$ cat config.mk
export PLATFORM = sky130hd
export DESIGN_NAME = debounce_multi
export DESIGN_NICKNAME = d
export VERILOG_FILES = /design/src/rtl/debounce_pkg.sv /design/src/rtl/debounce_chan.sv /design/src/rtl/debounce_multi.sv
export SDC_FILE = /design/constraint.sdc
export NUM_CORES = 1
export LEC_CHECK = 0
export CAP_MARGIN = 10
export CORE_AREA = 2 2 39 41
export DETAILED_ROUTE_END_ITERATION = 8
export DIE_AREA = 0 0 41 43
export PLACE_DENSITY_LB_ADDON = 0.08
export SLEW_MARGIN = 10
export SYNTH_ARGS = -nofsm -noshare
export SYNTH_HDL_FRONTEND = slang
export SYNTH_SLANG_ARGS = --single-unit
$ cat constraint.sdc
create_clock -name clk -period 1.7 [get_ports clk]
set_clock_uncertainty 0.1 [all_clocks]
set_input_delay 0.17 -clock clk [delete_from_list [all_inputs] [get_ports clk]]
set_output_delay 0.17 -clock clk [all_outputs]
set_load 0.01 [all_outputs]
$ cat src/rtl/debounce_pkg.sv
// -----------------------------------------------------------------------------
// debounce_pkg
// Shared constants and helpers for the multi-channel debouncer.
//   clog2()          : ceiling log2, used to size counters from parameters
//   DEF_WIDTH        : default channel count
//   DEF_DIV          : default prescaler divide ratio
//   DEF_STABLE       : default number of sample ticks to qualify a change
//   DEF_SYNC_STAGES  : default synchroniser depth
// -----------------------------------------------------------------------------
package debounce_pkg;

    localparam int DEF_WIDTH       = 2;
    localparam int DEF_DIV         = 1;
    localparam int DEF_STABLE      = 3;
    localparam int DEF_SYNC_STAGES = 2;

    function automatic int clog2(input int value);
        int r;
        r = 0;
        for (int v = value - 1; v > 0; v = v >> 1) begin
            r = r + 1;
        end
        return r;
    endfunction

endpackage

$ cat src/rtl/debounce_chan.sv
// -----------------------------------------------------------------------------
// debounce_chan
// One debounce channel: input synchroniser, stability counter, debounced
// output bit and (optionally) registered edge pulses.
// Optional feature macro: DEBOUNCE_EDGE_EN (adds rise/fall ports).
// Ports:
//   clk   in   system clock, rising edge
//   clr   in   asynchronous active-low reset
//   inp   in   raw asynchronous input
//   tick  in   shared sample strobe from the prescaler
//   outp  out  debounced level
//   rise  out  one-cycle pulse with the 0->1 update of outp (DEBOUNCE_EDGE_EN)
//   fall  out  one-cycle pulse with the 1->0 update of outp (DEBOUNCE_EDGE_EN)
// -----------------------------------------------------------------------------
module debounce_chan
    import debounce_pkg::*;
#(
    parameter int STABLE      = DEF_STABLE,
    parameter int SYNC_STAGES = DEF_SYNC_STAGES
) (
    input  logic clk,
    input  logic clr,
    input  logic inp,
    input  logic tick,
    output logic outp
`ifdef DEBOUNCE_EDGE_EN
    ,
    output logic rise,
    output logic fall
`endif
);

    localparam int CW = clog2(STABLE + 1);
    localparam logic [CW-1:0] TERM = CW'(STABLE - 1);

    logic [SYNC_STAGES-1:0] sync_q;
    logic                   sync;
    logic [CW-1:0]          cnt;
    logic                   done;

    always_ff @(posedge clk or negedge clr) begin
        if (!clr) begin
            sync_q <= '0;
        end else begin
            sync_q <= {sync_q[SYNC_STAGES-2:0], inp};
        end
    end

    assign sync = sync_q[SYNC_STAGES-1];

    // The qualifying tick that lets outp take the new level.
    assign done = (sync != outp) && tick && (cnt == TERM);

    // Any sample that agrees with outp restarts the window, tick or not.
    always_ff @(posedge clk or negedge clr) begin
        if (!clr) begin
            cnt  <= '0;
            outp <= 1'b0;
        end else if (sync == outp) begin
            cnt <= '0;
        end else if (done) begin
            cnt  <= '0;
            outp <= sync;
        end else if (tick) begin
            cnt <= cnt + CW'(1);
        end
    end

`ifdef DEBOUNCE_EDGE_EN
    // Pulses are registered on the same edge that updates outp.
    always_ff @(posedge clk or negedge clr) begin
        if (!clr) begin
            rise <= 1'b0;
            fall <= 1'b0;
        end else begin
            rise <= done & sync;
            fall <= done & ~sync;
        end
    end
`endif

endmodule

$ cat src/rtl/debounce_multi.sv
// -----------------------------------------------------------------------------
// debounce_multi
// Multi-channel switch/button debouncer. A shared prescaler produces a sample
// tick every DIV clocks; each channel only follows its input after the
// synchronised value has differed from the output for STABLE ticks in a row.
// Optional feature macro: DEBOUNCE_EDGE_EN (adds rise/fall edge pulse ports).
// Ports:
//   clk   in   system clock, rising edge
//   clr   in   asynchronous active-low reset
//   inp   in   [WIDTH] raw bouncy inputs
//   outp  out  [WIDTH] debounced levels
//   tick  out  one-cycle sample strobe
//   rise  out  [WIDTH] 0->1 pulses (DEBOUNCE_EDGE_EN)
//   fall  out  [WIDTH] 1->0 pulses (DEBOUNCE_EDGE_EN)
// -----------------------------------------------------------------------------
module debounce_multi
    import debounce_pkg::*;
#(
    parameter int WIDTH       = DEF_WIDTH,
    parameter int DIV         = DEF_DIV,
    parameter int STABLE      = DEF_STABLE,
    parameter int SYNC_STAGES = DEF_SYNC_STAGES
) (
    input  logic             clk,
    input  logic             clr,
    input  logic [WIDTH-1:0] inp,
    output logic [WIDTH-1:0] outp,
    output logic             tick
`ifdef DEBOUNCE_EDGE_EN
    ,
    output logic [WIDTH-1:0] rise,
    output logic [WIDTH-1:0] fall
`endif
);

    localparam int PW = (clog2(DIV) < 1) ? 1 : clog2(DIV);
    localparam logic [PW-1:0] PLAST = PW'(DIV - 1);

    logic [PW-1:0] pcnt;

    // tick is registered so it is low during reset; with DIV=1 pcnt stays 0
    // and tick is high every cycle after release.
    always_ff @(posedge clk or negedge clr) begin
        if (!clr) begin
            pcnt <= '0;
            tick <= 1'b0;
        end else begin
            tick <= (pcnt == PLAST);
            pcnt <= (pcnt == PLAST) ? '0 : pcnt + PW'(1);
        end
    end

    for (genvar i = 0; i < WIDTH; i++) begin : g_chan
        debounce_chan #(
            .STABLE      (STABLE),
            .SYNC_STAGES (SYNC_STAGES)
        ) u_chan (
            .clk  (clk),
            .clr  (clr),
            .inp  (inp[i]),
            .tick (tick),
            .outp (outp[i])
`ifdef DEBOUNCE_EDGE_EN
            ,
            .rise (rise[i]),
            .fall (fall[i])
`endif
        );
    end

endmodule
==> impl_results.md <==
- Synthesis Warnings: 0
- CTS root buffer: clkbuf_4
- Drt pass-1 iters: 2
- Most common cell in the netlist: dfrtp_1
- #FFs+latches synth: 11
- Worst hold slack: 0.140 ns
- Worst path buffer plus inverter count: 1
- Status: complete, no violations
- Main flop type after synthesis: dfrtp_1
- Ant diodes: 0
- Cells along the critical path: clkdlybuf4s50_1
- Top cells by count, synth: 11 x dfrtp_1, 4 x a21oi_1, 4 x nand2b_1, 4 x nand3b_1, 3 x buf_4
- Number of fill cells: 144
- DRC viols: 0
- WL final: 590 um
- Vias per Instance: 4.38
- CP max stage delay: 0.59 ns
- Die Wd: 41 um
- Max-cap violation count: 0
- Sink Count: 11
- Placer congestion estimate: 0.600
- Synth-to-Final Area Change: 19.3%
- Initial antenna violation count: 0
- Layout net count: 45
- Htree depth: 1
- Post-CTS Hold Buffers: 0
- Worst hold path type: in2async
- CTS Buffer Depth: 2
- Core area: 1380 um2
- Crit-path leading delay family: buffers and inverters
- Clk_lat worst skew: 0.26 ns
- Fmax: 0.628 GHz
- Hold Fails Final Rpt: 0
- Post-synth EDFFs: 0
- Final period util: 93.6%
- Pin count of the biggest net entering global routing: 12
- Synth unique cells: 9
- Startpoint types: register
- Arr. time, crit path: 1.32 ns
- Final setup viols: 0
- Post-Synthesis Cells: 33
- CTS clk-pin slew, worst paths: 0.06 ns
- Port Buffer Count: 6
- DR top layer: met3
- Setup bufs post-CTS: 0
- Critical path class: reg2out
- Grt ovf: 0
- Leakage: 0.215 nW
- Worst r2r src: tick
- Synth area leader: dfrtp_1
- Layout Cells excl Fill: 56
- Routed Antenna Nets: 0
- Via Count: 245
- CTS buffer count: 3
- Die area: 1760 um2
- WL/cell: 10.5 um
- Worst Path Required: 1.43 ns
- 1st-iter DRT viols: 3
- CTS tree: done
- Rows: 14
- Die H: 43 um
- Worst setup EP type: primary output
- Met1 Routed Length: 252 um
- Count of pins over their slew limit: 0
- Synth async-reset ratio: 100%
- Post-synthesis sequential area ratio: 63.4%
- DR WL met2: 312 um
- Peak supply drop: 0.000564 V
- Resized cells post-CTS: 0
- DR WL met3: 25 um
- Initial Util: 31.4%
- Slowest library cell on the worst path: clkdlybuf4s50_1
- IO Count: 7
- Syn Area/Cell: 13.2 um2
- Yosys top cell area share: 63.4%
- Pwr dens: 1430 nW/um2
- Setup tns final: 0 ns
- Synth Net Count: 37
- Placed cells: 52
- RSZ-0062 raised after global routing: no
- Share of layout cells above drive strength 1: 12.5%
- Max FO, Critical Path: 11
- GRT Util Overall: 9.19%
- Synthesized cell area: 434 um2
- First-pass GRT wire length: 1.00 mm
- CP startpoint: tick
- Tmin final: 1.59 ns
- Number of global-route vias before repair: 268
- Synth top area cells: dfrtp_1 63%, nand3b_1 6.9%, nand2b_1 5.8%, buf_4 5.2%, mux2_2 5.2%
-- path summary, 6_finish.rpt --
path	slack [ns]	cells past startpoint	end
max	0.11	1	tick
max reg2reg	0.52	2	g_chan[0].u_chan.cnt[0]
min	0.14	1	g_chan[1].u_chan.sync_q[0]
min in group clk	0.25	1	g_chan[1].u_chan.sync_q[0]
min reg2reg	0.25	0	g_chan[1].u_chan.sync_q[1]
max in group asynchronous	1.03	1	g_chan[0].u_chan.cnt[1]
-- where the power goes --
group	internal, mW	switching (mW)
registers	0.326	0.0574
logic	0.122	0.0681
clock network	0.0905	0.0776
total	0.538	0.203
-- state kept, by name, indices dropped and copies added, names as in the netlist --
name,count
tick,1
g_chan.u_chan.outp,2
g_chan.u_chan.sync_q,4
g_chan.u_chan.cnt,4
-- metrics by stage --
stage | instance area (um2) | setup slack [ns] | power, mW | utilization [%]
floorplan | 434 | 0.527 | 0.527 | -
global placement | 492 | 0.398 | 0.569 | 35.5
detailed placement | 492 | 0.379 | 0.580 | 35.5
CTS | 518 | 0.0914 | 0.755 | 37.4
global route | 518 | 0.0506 | 0.791 | 37.4
finish | 518 | 0.109 | 0.741 | 37.4
-- cell families after synthesis --
family | count (synthesis) | share of synthesized area, %
and+or+nand+nor | 10 | 16.7
AOI/OAI and AO/OA | 4 | 4.61
xor gates and xnor gates | 2 | 4.04
DFF | 11 | 63.4
buffers and inverters | 3 | 5.19
other | 1 | 0.864
muxes | 2 | 5.19
-- routing by layer --
metal,GRT usage (%),vias up
met1,10.2,120
met3,4.71,0
li1,-,121
met5,0,-
met2,12.2,4
met4,8.00,0
-- placed cells by master (no fill, tap or decap) --
| master | count |
|---|---|
| clkdlybuf4s50_1 | 6 |
| dfrtp_1 | 11 |
| nand2b_1 | 4 |
| mux2_2 | 2 |
| nand3b_1 | 4 |
| clkbuf_4 | 3 |
| xnor2_1 | 2 |
| a21oi_1 | 4 |
| clkbuf_1 | 1 |
| conb_1 | 1 |
| or3b_1 | 2 |
-- area by class of cell --
type | instances | area, um2 | share of cell area [%]
Clock buffer | 4 | 26.3 | 5.07
Multi-Input combinational cell | 19 | 136 | 26.3
Sequential cell | 11 | 275 | 53.1
Tap cell | 16 | 20.0 | 3.86
Timing Repair Buffer | 6 | 60.1 | 11.6
(Power assumes the default switching activity.)
